## config.mk

```make
export PLATFORM = sky130hd
export DESIGN_NAME = fetch_stage
export DESIGN_NICKNAME = d
export VERILOG_FILES = /design/src/rtl/fetch_stage.sv
export SDC_FILE = /design/constraint.sdc
export NUM_CORES = 1
export LEC_CHECK = 0
export CAP_MARGIN = 15
export CORE_MARGIN = 4
export CORE_UTILIZATION = 53
export DETAILED_ROUTE_END_ITERATION = 8
export GPL_ROUTABILITY_DRIVEN = 0
export GPL_TIMING_DRIVEN = 0
export PLACE_DENSITY = 0.9
export RECOVER_POWER = 100
export SLEW_MARGIN = 20
export SYNTH_ARGS = -nofsm -noshare
export SYNTH_HDL_FRONTEND = slang
export SYNTH_SLANG_ARGS = --single-unit
```

## constraint.sdc

```tcl
create_clock -name clk -period 3.39 [get_ports clk]
set_input_delay 0.339 -clock clk [delete_from_list [all_inputs] [get_ports clk]]
set_output_delay 0.339 -clock clk [all_outputs]
set_load 0.02 [all_outputs]
```

## src/rtl/fetch_stage.sv

```systemverilog
`default_nettype none
// ============================================================================
// Module   : fetch_stage
// Purpose  : Instruction fetch stage. Owns the PC, issues one word fetch at a
//            time over a req/gnt/rvalid handshake, and holds the returned word
//            in an IF/ID output register with decoded field slices. Supports
//            downstream stall (one-entry skid buffer) and redirect with flush.
// Ports    : clk, reset           - clock, synchronous active-high reset
//            imem_req/imem_addr   - fetch request and word-aligned address
//            imem_gnt             - request accepted this cycle
//            imem_rvalid/rdata    - response strobe and instruction word
//            stall                - downstream holds the output register
//            redirect/redirect_pc - taken branch/jump; flush and refetch
//            instr_valid/instr/instr_pc - IF/ID output register
//            op/func/rs/rt/rd/imm - field slices of instr
// Revision : 1.0 - initial release
// ============================================================================
module fetch_stage #(
  parameter logic [31:0] RESET_PC = 32'h0000_0000
) (
  input  logic        clk,
  input  logic        reset,
  output logic        imem_req,
  output logic [31:0] imem_addr,
  input  logic        imem_gnt,
  input  logic        imem_rvalid,
  input  logic [31:0] imem_rdata,
  input  logic        stall,
  input  logic        redirect,
  input  logic [31:0] redirect_pc,
  output logic        instr_valid,
  output logic [31:0] instr,
  output logic [31:0] instr_pc,
  output logic [5:0]  op,
  output logic [5:0]  func,
  output logic [4:0]  rs,
  output logic [4:0]  rt,
  output logic [4:0]  rd,
  output logic [15:0] imm
);

  typedef enum logic [1:0] {
    S_REQ  = 2'd0,
    S_WAIT = 2'd1,
    S_FULL = 2'd2
  } state_t;

  state_t      r_state;
  state_t      w_state_nxt;
  logic        r_discard;
  logic        w_discard_nxt;
  logic [31:0] r_pc;
  logic [31:0] r_req_pc;
  logic        r_valid;
  logic [31:0] r_instr;
  logic [31:0] r_instr_pc;
  logic [31:0] r_skid_instr;
  logic [31:0] r_skid_pc;

  logic        w_consume;
  logic        w_slot_free;
  logic        w_grant;
  logic        w_load_resp;
  logic        w_load_skid;
  logic        w_fill_skid;
  logic        w_unused;

  // Low redirect address bits are forced to zero, never used.
  assign w_unused    = ^redirect_pc[1:0];

  assign w_consume   = r_valid & ~stall;
  assign w_slot_free = ~r_valid | w_consume;
  assign w_grant     = (r_state == S_REQ) & imem_gnt;

  // --------------------------------------------------------------------------
  // FSM state register
  // --------------------------------------------------------------------------
  always_ff @(posedge clk) begin
    if (reset) begin
      r_state   <= S_REQ;
      r_discard <= 1'b0;
    end else begin
      r_state   <= w_state_nxt;
      r_discard <= w_discard_nxt;
    end
  end

  // --------------------------------------------------------------------------
  // FSM next state and datapath strobes
  // --------------------------------------------------------------------------
  always_comb begin
    w_state_nxt   = r_state;
    w_discard_nxt = r_discard;
    w_load_resp   = 1'b0;
    w_load_skid   = 1'b0;
    w_fill_skid   = 1'b0;
    imem_req      = 1'b0;

    case (r_state)
      S_REQ: begin
        imem_req = 1'b1;
        if (imem_gnt) begin
          w_state_nxt = S_WAIT;
          // A grant in the redirect cycle fetched the old path; drop its reply.
          if (redirect) w_discard_nxt = 1'b1;
        end
      end
      S_WAIT: begin
        if (imem_rvalid) begin
          w_state_nxt   = S_REQ;
          w_discard_nxt = 1'b0;
          if (!redirect && !r_discard) begin
            if (w_slot_free) begin
              w_load_resp = 1'b1;
            end else begin
              w_fill_skid = 1'b1;
              w_state_nxt = S_FULL;
            end
          end
        end else if (redirect) begin
          // Response still in flight belongs to the old path.
          w_discard_nxt = 1'b1;
        end
      end
      S_FULL: begin
        if (redirect) begin
          w_state_nxt = S_REQ;
        end else if (w_consume) begin
          w_load_skid = 1'b1;
          w_state_nxt = S_REQ;
        end
      end
      default: begin
        w_state_nxt   = S_REQ;
        w_discard_nxt = 1'b0;
      end
    endcase
  end

  // --------------------------------------------------------------------------
  // PC, output register and skid buffer
  // --------------------------------------------------------------------------
  always_ff @(posedge clk) begin
    if (reset) begin
      r_pc         <= RESET_PC;
      r_req_pc     <= 32'h0;
      r_valid      <= 1'b0;
      r_instr      <= 32'h0;
      r_instr_pc   <= 32'h0;
      r_skid_instr <= 32'h0;
      r_skid_pc    <= 32'h0;
    end else begin
      if (redirect) begin
        r_pc <= {redirect_pc[31:2], 2'b00};
      end else if (w_grant) begin
        r_pc <= r_pc + 32'd4;
      end

      if (w_grant) begin
        r_req_pc <= r_pc;
      end

      if (redirect) begin
        r_valid <= 1'b0;
      end else if (w_load_resp) begin
        r_valid    <= 1'b1;
        r_instr    <= imem_rdata;
        r_instr_pc <= r_req_pc;
      end else if (w_load_skid) begin
        r_valid    <= 1'b1;
        r_instr    <= r_skid_instr;
        r_instr_pc <= r_skid_pc;
      end else if (w_consume) begin
        r_valid <= 1'b0;
      end

      if (redirect) begin
        r_skid_instr <= 32'h0;
        r_skid_pc    <= 32'h0;
      end else if (w_fill_skid) begin
        r_skid_instr <= imem_rdata;
        r_skid_pc    <= r_req_pc;
      end
    end
  end

  assign imem_addr   = r_pc;
  assign instr_valid = r_valid;
  assign instr       = r_instr;
  assign instr_pc    = r_instr_pc;
  assign op          = r_instr[31:26];
  assign func        = r_instr[5:0];
  assign rs          = r_instr[25:21];
  assign rt          = r_instr[20:16];
  assign rd          = r_instr[15:11];
  assign imm         = r_instr[15:0];

endmodule
`default_nettype wire

```

==> results.cfg, run 1 <==
[floorplan]
die_h_um = 132
die_w_um = 132
dieArea_mm2 = 0.0175
num_rows = 45
start_util = 0.541
top_level_ports = 211
core_area_mm2 = 0.0151

[job]
drv_cap = 0

[synthesis]
synth_most_common_cell = nand2_1
syn_area_mm2 = 0.00819
synthCells = 1044
synth_ff_type = dfxtp_1
ys_ff_latch = 188
yosysTopAreaCellShare = 0.460
synth_cell_types = 41
ys_seq_area_frac = 0.460
synth_enable_flop_cells = 0
yosysTopAreaCell = dfxtp_1
synth.area.top_cells = dfxtp_1 46%, nand2_1 15%, a21oi_1 9.7%
synthTopCellsByCount = 324 x nand2_1, 188 x dfxtp_1, 159 x a21oi_1
synth_warnings = 0
async_flop_share = 0
avgSynthCellArea_um2 = 7.84

[pwr]
totalPowerFinal_uw = 5130
power.density_mw_per_mm2 = 462
power.share.combinational = 0.114
power.leakage_uw = 0.00391
p_int_uw = 3850
power.switching_uw = 1280
switching_share = 0.249
ir_worst_vdd_v = 0.000428
p_seq_frac = 0.460
clkPwrFrac = 0.426

[sta]
hold_viol_final = 0
setup_violations = 0
fmaxAchievable_ghz = 0.337
tns_ns = 0
hold_ws_ns = 0.456
fin_crit_sh = 0.874
final.min_clock_period_ns = 2.96
slew_headroom = 0.164
finalClockSkew_ns = 0.00832
worst_pin_slew_ns = 1.24
drv_slew = 0
rsz0062_at_grt = no

[layout]
stdcell_count = 1470
drive_above_1_share = 0.0655
final_nets = 1340
syn_to_final_growth_pct = 35.6
fin_area_mm2 = 0.0111
diodes = 0

[setup_path]
crit_start = r_state[1]$_SDFFE_PP0P_
crit_path_end_kind = flip-flop
arrival_ns = 3.24
slowest_delay_ns = 0.77
crit_type = flip-flop to flip-flop
crit_chain = clkbuf_1 > inv_1 > o32ai_2 > and2_1 > clkbuf_1 > clkbuf_1 > a311oi_1
regToRegEndpoint = instr[3]$_SDFFE_PP0P_
worstPathMaxFanout = 10
endpoint = instr[3]$_SDFFE_PP0P_
crit_path_frequent_cell = clkbuf_1
critPathLaunchType = flip-flop
reg2reg_depth = 7
worstPathRequired_ns = 3.67
worst_path_max_delay_cell = o32ai_2
r2r_start = r_state[1]$_SDFFE_PP0P_
r2r_slack_ns = 0.43

[clock_tree]
clkSlewWorstSetupHoldPaths_ns = 0.07
cts_hold_buffers = 0
cts-root-buf = clkbuf_16
ctsResizeCount = 0
cts_tree = done
cts_setup_buffers = 0
clock_latency_ns = 0.44
clockBufferDepth = 2
htree_levels = 4
numClockSinks = 188
cts_made_buffers = 17

[detailed_routing]
wl_per_cell_um = 17.2
drtAntennaViolNets = 0
via_per_inst = 5.81
drc = 0
vias = 8544
wl_um = 25300
drt-initial-drc-count = 866
dr.pass1.iters = 6

[global_routing]
grt_use_total = 0.280
met3_usage = 0.0485
met1_usage = 0.352
grt_pass1_wl_um = 40200
grt_util_met2 = 0.475
antenna_found_initial = 0
grt_pass1_vias = 8081
busiest_layer = met2
grt_overflow_total = 0
grt_start_max_net_pins = 17

[status]
status = completed

[worst_hold_path]
hold_path.class = flip-flop to flip-flop
holdCritStartpoint = r_skid_instr[22]$_SDFFE_PP0P_

[placed_design]
place_area_mm2 = 0.0105
place_inst = 1438
dp_hpwl_um = 17900
io_buffers = 203
## power by group through the flow
stage | Clock [uW] | Sequential (uW) | Combinational (uW)
after floorplan | 0 | 2450 | 253
after global placement | 0 | 2410 | 593
after detailed placement | 0 | 2410 | 604
after CTS | 2190 | 2360 | 608
after global routing | 2270 | 2370 | 624
final | 2190 | 2360 | 584
## kinds of logic after synthesis
| kind of cell | after synthesis | synth area share |
|---|---|---|
| adder cells (fa/ha/maj) | 1 | 0.00153 |
| XOR/XNOR | 8 | 0.00856 |
| AND/OR/NAND/NOR | 426 | 0.223 |
| flip-flops | 188 | 0.460 |
| AO/OA/AOI/OAI | 278 | 0.218 |
| buffers and inverters | 142 | 0.0885 |
| other | 1 | 0.000458 |
## layout by cell type, fill, tap and decap left out, types with 3 or more instances in the layout
cell	n
o21bai_1	3
xnor2_1	4
clkbuf_1	87
nor3_1	5
a211oi_1	10
a21oi_1	159
clkdlybuf4s50_1	64
inv_1	8
nand2_1	324
dlygate4sd3_1	139
a311oi_1	80
o31ai_1	14
bufinv_16	5
nor2_1	29
nand3_1	12
and4_1	4
clkinvlp_4	4
buf_4	47
and3_1	4
xor2_1	4
o21ai_0	7
clkbuf_16	17
nor3b_1	4
nand2b_1	4
dfxtp_1	188
or3_1	6
nand4_1	6
or4_1	18
conb_1	4
## registers in the layout (all words and copies together) (netlist names)
name,cells
instr_valid,1
r_req_pc,30
instr_pc,30
r_state,2
r_discard,1
imem_addr,30
instr,32
r_skid_pc,30
r_skid_instr,32
## through the flow
step,utilization,worst slack (ns)
after floorplan,-,1.23
after global placement,0.691,0.532
after detailed placement,0.691,0.490
after CTS,0.734,0.670
after global routing,0.733,0.244
final,0.733,0.425
## layout make-up
cell class | instances | area [um2]
fillers | 1126 | 4050
flip-flops and latches | 188 | 3760
multi-input cells | 717 | 3700
repair buffers | 203 | 2030
plain buffers | 134 | 687
clock buffers | 18 | 429
well taps | 188 | 235
clock inverters | 14 | 216
inverters | 8 | 30.0
## worst max-delay path: cells and delay by family, from the launching register on
family	cells	cell delay [ns]
buffers and inverters	4	1.29
and+or+nand+nor	1	0.22
DFF	1	0.33
AOI/OAI and AO/OA	2	0.96
## worst min path at each step
| stage | end | slack (ns) | cells after the start |
|---|---|---|---|
| after global routing | r_skid_pc[28]$_SDFFE_PP0P_ | 0.47 | 2 |
| after detailed placement | r_skid_instr[22]$_SDFFE_PP0P_ | 0.45 | 2 |
| after floorplan | r_skid_instr[0]$_SDFFE_PP0P_ | 0.44 | 2 |
| after global placement | r_skid_instr[0]$_SDFFE_PP0P_ | 0.44 | 2 |
| final | r_skid_instr[22]$_SDFFE_PP0P_ | 0.46 | 2 |
| after CTS | r_skid_instr[22]$_SDFFE_PP0P_ | 0.46 | 2 |
## routing by layer
layer	vias to the layer above	part of all wire	wire length, um
li1	4061	-	-
met1	3951	0.40	10100
met2	475	0.48	12100
met3	57	0.089	2240
met4	0	0.031	787
met5	-	0	0
Power figures use the tool's default switching activity.
==> inputs of run 2 (changes only) <==
--- a/config.mk
+++ b/config.mk
@@ -7,11 +7,12 @@
 export LEC_CHECK = 0
 export CAP_MARGIN = 15
 export CORE_MARGIN = 4
-export CORE_UTILIZATION = 53
+export CORE_UTILIZATION = 55
 export DETAILED_ROUTE_END_ITERATION = 8
+export DONT_BUFFER_PORTS = 1
 export GPL_ROUTABILITY_DRIVEN = 0
 export GPL_TIMING_DRIVEN = 0
-export PLACE_DENSITY = 0.9
+export PLACE_DENSITY = 0.74
 export RECOVER_POWER = 100
 export SLEW_MARGIN = 20
 export SYNTH_ARGS = -nofsm -noshare
==> run 2 against run 1 <==
Cell area is 21% lower; sequential cell count unchanged; critical path depth stayed put; die area shrank 3.4%; worst setup slack better by 0.030 ns; combinational power decreased by 48%; global-route usage shrank 1.9 points; first-iteration DRC count shrank 50%; fmax grew 1.0%; utilization fell by 13 points; cell count down 14%; critical endpoint is now instr_pc[26]$_SDFFE_PP0P_; largest cell class unchanged.
==> results.cfg, run 2 (synthesis results as in run 1) <==
[status]
status = completed

[layout]
final_nets = 1137
final_common_cell = nand2_1
multiInputGateArea_mm2 = 0.00369
seq_area_mm2 = 0.00376
diodes = 0
drive_above_1_share = 0.0316
fillCellCount = 1418
final_cell_mix = 324 x nand2_1, 188 x dfxtp_1, 159 x a21oi_1
syn_to_final_growth_pct = 7.46
fin_area_mm2 = 0.00880

[clock_tree]
cts_tree = done
clock_latency_ns = 0.42
clockBufferDepth = 2
cts_hold_buffers = 0
htree_levels = 4
cts-root-buf = clkbuf_16
cts_setup_buffers = 0
ctsResizeCount = 0
numClockSinks = 188
clkSlewWorstSetupHoldPaths_ns = 0.07
cts_made_buffers = 17

[setup_path]
r2r_start = r_state[1]$_SDFFE_PP0P_
arrival_ns = 3.21
r2r_slack_ns = 0.46
critPathLaunchType = flip-flop
crit_type = flip-flop to flip-flop
crit_path_end_kind = flip-flop
regToRegEndpoint = instr_pc[26]$_SDFFE_PP0P_
worstPathRequired_ns = 3.66
reg2reg_depth = 7
worstPathMaxFanout = 10

[detailed_routing]
dr.pass1.iters = 5
drt-initial-drc-count = 431
wl_per_cell_um = 17.8
wl_um = 22400
via_per_inst = 5.83
drtAntennaViolNets = 0
drc = 0
vias = 7352

[sta]
final.min_clock_period_ns = 2.93
hold_ws_ns = 0.0464
setup_violations = 0
slew_headroom = 0.193
hold_viol_final = 0
fmaxAchievable_ghz = 0.341
worst_pin_slew_ns = 1.20
finalClockSkew_ns = 0.0107
rsz0062_at_grt = no
fin_crit_sh = 0.866
tns_ns = 0
drv_slew = 0

[floorplan]
top_level_ports = 211
die_h_um = 130
die_w_um = 130
num_rows = 44
start_util = 0.563
core_area_mm2 = 0.0145
dieArea_mm2 = 0.0169

[placed_design]
io_buffers = 0
place_area_mm2 = 0.00843
dp_hpwl_um = 16300

[pwr]
power.switching_uw = 1170
p_seq_frac = 0.522
p_int_uw = 3490
power.leakage_uw = 0.00255
power.density_mw_per_mm2 = 530
ir_worst_vdd_v = 0.000354
clkPwrFrac = 0.414
switching_share = 0.251
power.share.combinational = 0.065

[worst_hold_path]
holdCritStartpoint = imem_rdata[10]
worstHoldEndpoint = r_skid_instr[10]$_SDFFE_PP0P_
hold_path.class = input port to flip-flop
hold_depth = 2

[global_routing]
grt_start_max_net_pins = 17
grt_pass1_vias = 6581
grt_overflow_total = 0
grt_pass1_wl_um = 34800
antenna_found_initial = 0
grt_use_total = 0.261

[job]
drv_cap = 0
run 2: through the flow:
stage	power, uW	worst slack [ns]	cells	util
after floorplan	2700	1.23	1047	-
after global placement	2790	0.684	1231	0.580
after detailed placement	2800	0.694	1231	0.580
after CTS	4700	0.660	1261	0.618
after global routing	4830	0.231	1261	0.605
final	4660	0.455	1261	0.605
run 2: worst max path at each step:
stage | start | end | slack (ns) | cells past startpoint
final | r_state[1]$_SDFFE_PP0P_ | instr_pc[26]$_SDFFE_PP0P_ | 0.46 | 7
after global routing | r_state[1]$_SDFFE_PP0P_ | instr[4]$_SDFFE_PP0P_ | 0.23 | 7
after CTS | r_state[1]$_SDFFE_PP0P_ | instr_pc[31]$_SDFFE_PP0P_ | 0.66 | 7
after detailed placement | r_state[1]$_SDFFE_PP0P_ | instr_pc[31]$_SDFFE_PP0P_ | 0.69 | 7
after global placement | r_state[1]$_SDFFE_PP0P_ | instr_pc[31]$_SDFFE_PP0P_ | 0.68 | 7
after floorplan | imem_addr[14]$_SDFFE_PP0P_ | imem_addr[24]$_SDFFE_PP0P_ | 1.23 | 5
run 2: critical path, cell delays in order (launching register included):
cell and delay [ns]:
dfxtp_1 0.33, clkbuf_1 0.34, inv_1 0.14, o32ai_2 0.77, and2_1 0.22, clkbuf_1 0.38, clkbuf_1 0.45, a311oi_1 0.16
run 2: layout make-up:
cell class / count / share of cell area
Buffer: 134 / 0.0590
Sequential cell: 188 / 0.428
Clock inverter: 7 / 0.0104
Clock buffer: 23 / 0.0532
Multi-Input combinational cell: 717 / 0.420
Tap cell: 184 / 0.0262
Inverter: 8 / 0.00341
run 2: metal layers:
layer | part of all wire | track usage
met4 | 0.014 | 0.0648
met2 | 0.46 | 0.420
met3 | 0.11 | 0.0810
met5 | 0 | 0
met1 | 0.42 | 0.344
run 2: power by group through the flow:
stage               logic (uW)  registers [uW]  clock network [uW]
finish                     301            2430                1930
global route               336            2440                2050
CTS                        316            2430                1950
detailed placement         316            2480                   0
global placement           313            2480                   0
floorplan                  253            2450                   0
==> RTL change 1: new RTL, config.mk and constraints of run 2 <==
Make the reset (`reset`) asynchronous in 2 clocked blocks. Comments in the files are not updated.
--- a/src/rtl/fetch_stage.sv
+++ b/src/rtl/fetch_stage.sv
@@ -75,7 +75,7 @@
   // --------------------------------------------------------------------------
   // FSM state register
   // --------------------------------------------------------------------------
-  always_ff @(posedge clk) begin
+  always_ff @(posedge clk or posedge reset) begin
     if (reset) begin
       r_state   <= S_REQ;
       r_discard <= 1'b0;
@@ -140,7 +140,7 @@
   // --------------------------------------------------------------------------
   // PC, output register and skid buffer
   // --------------------------------------------------------------------------
-  always_ff @(posedge clk) begin
+  always_ff @(posedge clk or posedge reset) begin
     if (reset) begin
       r_pc         <= RESET_PC;
       r_req_pc     <= 32'h0;
Behaviour: differs if reset is asserted again (counterexample within 4 cycles, from zero or initial values and one cycle with reset high); with reset held inactive, the same outputs for 4 cycles.
==> RTL change 1 against run 2 <==
- final area up 9.9%
- wire length fell by 4.3%
- sequential cell count rose by 2
- critical path depth increased by 1
- cell count decreased by 5.3%
- clock power is 16% higher
- setup slack improved by 0.10 ns
- area after synthesis rose by 7.6%
- hold slack got worse by 0.014 ns
- power up 15%
- core utilization grew 2.1 points
- count of clock-buffer cells in the layout stayed put
- maximum frequency up 3.7%
- critical endpoint is now r_skid_instr[5]
- largest power group unchanged
- highest routed layer unchanged
==> RTL change 1: results (changes against run 2) <==
run_status:
  status: "complete, no violations"
place:
  dp_slack_ns: 0.703  # +0.00890 ns
  hpwl_um: 15900  # -2.5%
  port_buffers: 0  # unchanged
  place_inst: 1161  # -5.7%
critical_path:
  arrival_ns: 3.16  # -0.05 ns
  critical_path.max_stage_delay_ns: 0.61  # -0.16 ns
  crit_family: "buffers and inverters"
  crit_fanout: 10  # unchanged
  crit_slowest_cell: "nor3b_2"
drt:
  routed_via_density: 5.57  # -4.5%
  drt_first_iter_violations: 401  # -7.0%
  drt_first_pass_iters: 6  # +1
  vias: 6645  # -9.6%
  totalWireLength_um: 21400  # -4.3%
synthesis:
  ys_top_cells_by_count: "nand2_1 (304), dfrtp_1 (190), o21ai_0 (140), mux2i_1 (64), buf_4 (47)"
  synthXorXnorAreaFrac_pct: 0.995  # +0.14 points
  synth_area_per_cell_um2: 9.34  # +19%
  synth_area_leaders: "dfrtp_1 (54%), nand2_1 (13%), o21ai_0 (8.0%), mux2i_1 (7.3%), buf_4 (4.0%)"
  ys_types: 49  # +20%
  ys.flop_type: "dfrtp_1"
  muxShareOfSynthArea_pct: 7.53  # +7.5 points
  yosys_warnings: 0  # unchanged
  synthArstFlopShare_pct: 100  # +100 points
  ys_seq_area_share_pct: 54.0  # +8.0 points
  synth-compound-area-share_pct: 11.1  # -11 points
  synthAdderAreaFrac_pct: 0.142  # -0.011 points
grt:
  antenna_found_initial: 0  # unchanged
  grt_usage_pct: 24.0  # -2.0 points
  grt_pass1_wl_um: 34300  # -1.4%
  grt_pass1_vias: 6445  # -2.1%
  grt_max_degree: 35  # +18
finish:
  drive_gt1_share_pct: 6.10  # +2.9 points
  nets: 1041  # -8.4%
  antenna_cells: 0  # unchanged
  nFillCells: 1410  # -0.56%
  final_common_cell: "nand2_1"
min_path:
  hold_class: "in2reg"
pwr:
  leakage_nw: 4.52  # +78%
  ir_drop_mv: 0.371  # +4.8%
timing:
  finClkSkew_ns: 0.0135  # +0.00273 ns
  slew_headroom_pct: 19.2  # -0.19 points
clocking:
  clock_path_buffers: 2  # unchanged
  cts_setup_buffers: 0  # unchanged
  clk_latency_ns: 0.42  # about the same
  root_buffer: "clkbuf_16"
  cts_buffers: 17  # unchanged
  h-tree-depth: 4  # unchanged
  path_clk_slew_ns: 0.07  # about the same
-- RTL change 1: cell types whose count changed after synthesis, moves of 14 or more --
cell	delta
dfxtp_1	-188
clkbuf_1	-44
mux2i_1	+64
o21ai_0	+133
a311oi_1	-80
a31oi_1	+14
nand2_1	-20
a21oi_1	-157
dfrtp_1	+190
-- RTL change 1: metrics by stage --
step                setup TNS (ns)  area, um2  util, %
floorplan                        0       8810        -
global placement            -81.78       9080     58.8
detailed placement               0       9210     59.7
CTS                              0       9900     64.2
global route                     0       9670     62.7
finish                           0       9670     62.7
-- RTL change 1: area by class of cell --
class / count / area [um2] / area share [%]
well taps: 211 / 264 / 2.73
flip-flops and latches: 190 / 4750 / 49.2
plain buffers: 106 / 448 / 4.63
inverters: 5 / 20.0 / 0.207
multi-input cells: 643 / 3410 / 35.2
repair buffers: 7 / 97.6 / 1.01
clock inverters: 9 / 178 / 1.84
clock buffers: 23 / 498 / 5.15
-- RTL change 1: cells by family (layout without fill, tap and decap cells) --
family | after synthesis | after routing
AO/OA/AOI/OAI | 179 | 179
XOR/XNOR | 10 | 10
adder cells (fa/ha/maj) | 1 | 1
buffers and inverters | 111 | 150
flip-flops | 190 | 190
multiplexers | 66 | 66
other | 1 | 2
AND/OR/NAND/NOR | 385 | 385
-- RTL change 1: per-layer routing --
layer	vias to the layer above	share of wire (%)	track usage (%)	routed length, um
met5	-	0	0	0
met1	3168	43	32.2	9240
li1	3203	-	-	-
met2	250	47	38.2	10000
met4	0	1.6	6.62	334
met3	24	8.6	7.75	1840
-- RTL change 1: timing repair --
item,4_1_cts,5_1_grt
resized for setup,0,0
hold buffers,1,0
hold endpoints to repair,19,0
-- RTL change 1: path summary, 6_finish.rpt --
check | cells past startpoint | slack (ns) | from | to
max in group asynchronous | 5 | 0.77 | reset | instr_pc[20]
min | 2 | 0.03 | redirect_pc[8] | imem_addr[8]
min reg2reg | 2 | 0.51 | r_req_pc[5] | r_req_pc[5]
min in group asynchronous | 2 | 0.54 | reset | imem_addr[6]
max reg2reg | 8 | 0.56 | r_state[0] | r_skid_instr[5]
max | 8 | 0.56 | r_state[0] | r_skid_instr[5]
-- RTL change 1: where the power goes --
part	internal [mW]	switching, mW	leakage, nW
Clock	1.41	0.827	0.334
Combinational	0.153	0.286	1.66
Sequential	2.41	0.261	2.52
Total	3.97	1.37	4.52
==> RTL change 2: new RTL, flow settings as in run 2 <==
Without the edit above. Encoding of `state_t`: now one-hot (3 bits for 3 states).
--- a/src/rtl/fetch_stage.sv
+++ b/src/rtl/fetch_stage.sv
@@ -39,10 +39,10 @@
   output logic [15:0] imm
 );
 
-  typedef enum logic [1:0] {
-    S_REQ  = 2'd0,
-    S_WAIT = 2'd1,
-    S_FULL = 2'd2
+  typedef enum logic [2:0] {
+    S_REQ  = 3'b001,
+    S_WAIT = 3'b010,
+    S_FULL = 3'b100
   } state_t;
 
   state_t      r_state;
Formal check against the unedited RTL: same outputs for any inputs over 4 cycles, from zero or initial values and one cycle with reset high; so few cycles prove little.
==> RTL change 2 against run 2 <==
- setup slack improved by 0.041 ns
- die area up 7.0%
- non-clock buffer count grew 3
- final area rose by 3.4%
- global-route usage rose by 1.1 points
- power is 3.9% lower
- count of clock-buffer cells in the layout rose by 2
- wire length is 13% higher
- sequential cell count up 1
- area after synthesis increased by 7.4%
- critical endpoint is now r_skid_pc[14]
- largest cell class is now multi-input gates
- highest routed layer unchanged
==> RTL change 2: results (changes against run 2) <==
clocking:
  cts_setup_buffers: 0  # unchanged
  root_buffer: "clkbuf_16"
  clk_latency_ns: 0.43
  ctsResizeCount: 0  # unchanged
  path_clk_slew_ns: 0.07  # about the same
synthesis:
  ys_seq_area_share_pct: 43.0  # -3.0 points
  ys_types: 56  # +37%
  ys_top_cells_by_count: "nand2_1 (323), dfxtp_1 (189), a21oi_1 (160), a311oi_2 (60), buf_4 (55)"
  synth_area_leaders: "dfxtp_1 (43%), nand2_1 (14%), a311oi_2 (10%), a21oi_1 (9.1%), buf_4 (4.7%)"
  yosys_warnings: 0  # unchanged
pwr:
  leakage_nw: 2.70  # +6.1%
  ir_drop_mv: 0.356  # +0.77%
grt:
  grt_pass1_vias: 7254  # +10%
  grt_usage_pct: 27.2  # +1.1 points
  grt_max_degree: 17  # unchanged
  antenna_found_initial: 0  # unchanged
  grt_pass1_wl_um: 39400  # +13%
critical_path:
  critPathLaunch: "instr_valid"
  crit_slowest_cell: "nor3_1"
  crit_fanout: 10  # unchanged
  arrival_ns: 3.25  # +0.04 ns
  crit_family: "simple AND/OR/NAND/NOR gates"
  critical_path.max_stage_delay_ns: 1.21  # +0.44 ns
  r2r-start: "instr_valid"
min_path:
  min-delay-start: "imem_rdata[27]"
timing:
  finClkSkew_ns: 0.00548  # -0.00525 ns
  slew_headroom_pct: 4.17  # -15 points
drt:
  drt_first_iter_violations: 500  # +16%
  vias: 7753  # +5.5%
  wl_met2_um: 11900  # +16%
  totalWireLength_um: 25300  # +13%
  drt_first_pass_iters: 6  # +1
  drt-met1-wl_um: 10200  # +8.2%
  dr_wl_met3_um: 2730  # +13%
finish:
  drive_gt1_share_pct: 6.68  # +3.5 points
  nets: 1153  # +1.4%
run_status:
  status: "complete, no violations"
place:
  hpwl_um: 17700  # +9.0%
[RTL change 2: cell types whose count changed after synthesis, sizes merged, moves of 8 or more]
cell and change:
buf +28, clkbuf -25, a311oi -9, or4 -9
nand4 +8, o31ai -8
[RTL change 2: stage by stage]
stage	util (%)	worst slack (ns)	hold slack [ns]	cells	cell area [um2]
floorplan	-	1.47	0.437	1063	8810
global placement	58.8	0.881	0.442	1274	9070
detailed placement	58.8	0.854	0.447	1274	9070
CTS	62.1	0.841	0.0302	1304	9580
global route	58.9	0.352	0.0273	1304	9090
finish	58.9	0.496	0.0436	1305	9090
[RTL change 2: layer usage]
metal	vias to the layer above	GRT usage, %
met1	3668	34.3
met3	38	9.65
met2	327	44.1
met5	-	0
met4	0	7.98
li1	3720	-
[RTL change 2: layout make-up]
| class | instances | area [um2] |
|---|---|---|
| Clock inverter | 5 | 37.5 |
| Fill cell | 1530 | 6330 |
| Clock buffer | 25 | 475 |
| Multi-Input combinational cell | 733 | 3890 |
| Buffer | 137 | 624 |
| Antenna cell | 1 | 2.50 |
| Inverter | 4 | 15.0 |
| Tap cell | 211 | 264 |
| Sequential cell | 189 | 3780 |
[RTL change 2: worst paths after layout]
kind / to / slack, ns / cells past startpoint
max: r_skid_pc[14] / 0.50 / 6
min reg2reg: r_skid_pc[2] / 0.46 / 2
max reg2reg: r_skid_pc[14] / 0.50 / 6
min: r_skid_instr[27] / 0.04 / 2
[RTL change 2: cell families (layout without fill, tap and decap cells)]
family	after synthesis	in the layout	share of synthesized area, %
fa+ha+maj	1	1	0.142
other cells	1	5	0.0426
xor+xnor	10	10	0.996
compound gates	279	279	24.7
buf+inv	141	171	9.19
simple gates	439	439	21.9
flops	189	189	43.0
[RTL change 2: where the power goes]
| group | switching [mW] | internal, mW | total [mW] |
|---|---|---|---|
| Clock | 0.840 | 0.972 | 1.81 |
| Combinational | 0.187 | 0.0861 | 0.273 |
| Sequential | 0.121 | 2.28 | 2.40 |
[RTL change 2: worst reg2reg max path, delay by kind of cell (launching register included)]
kind / cells / cell delay, ns
AOI/OAI and AO/OA: 1 / 0.13
buffers and inverters: 2 / 0.75
DFF: 1 / 0.54
and+or+nand+nor: 3 / 1.41
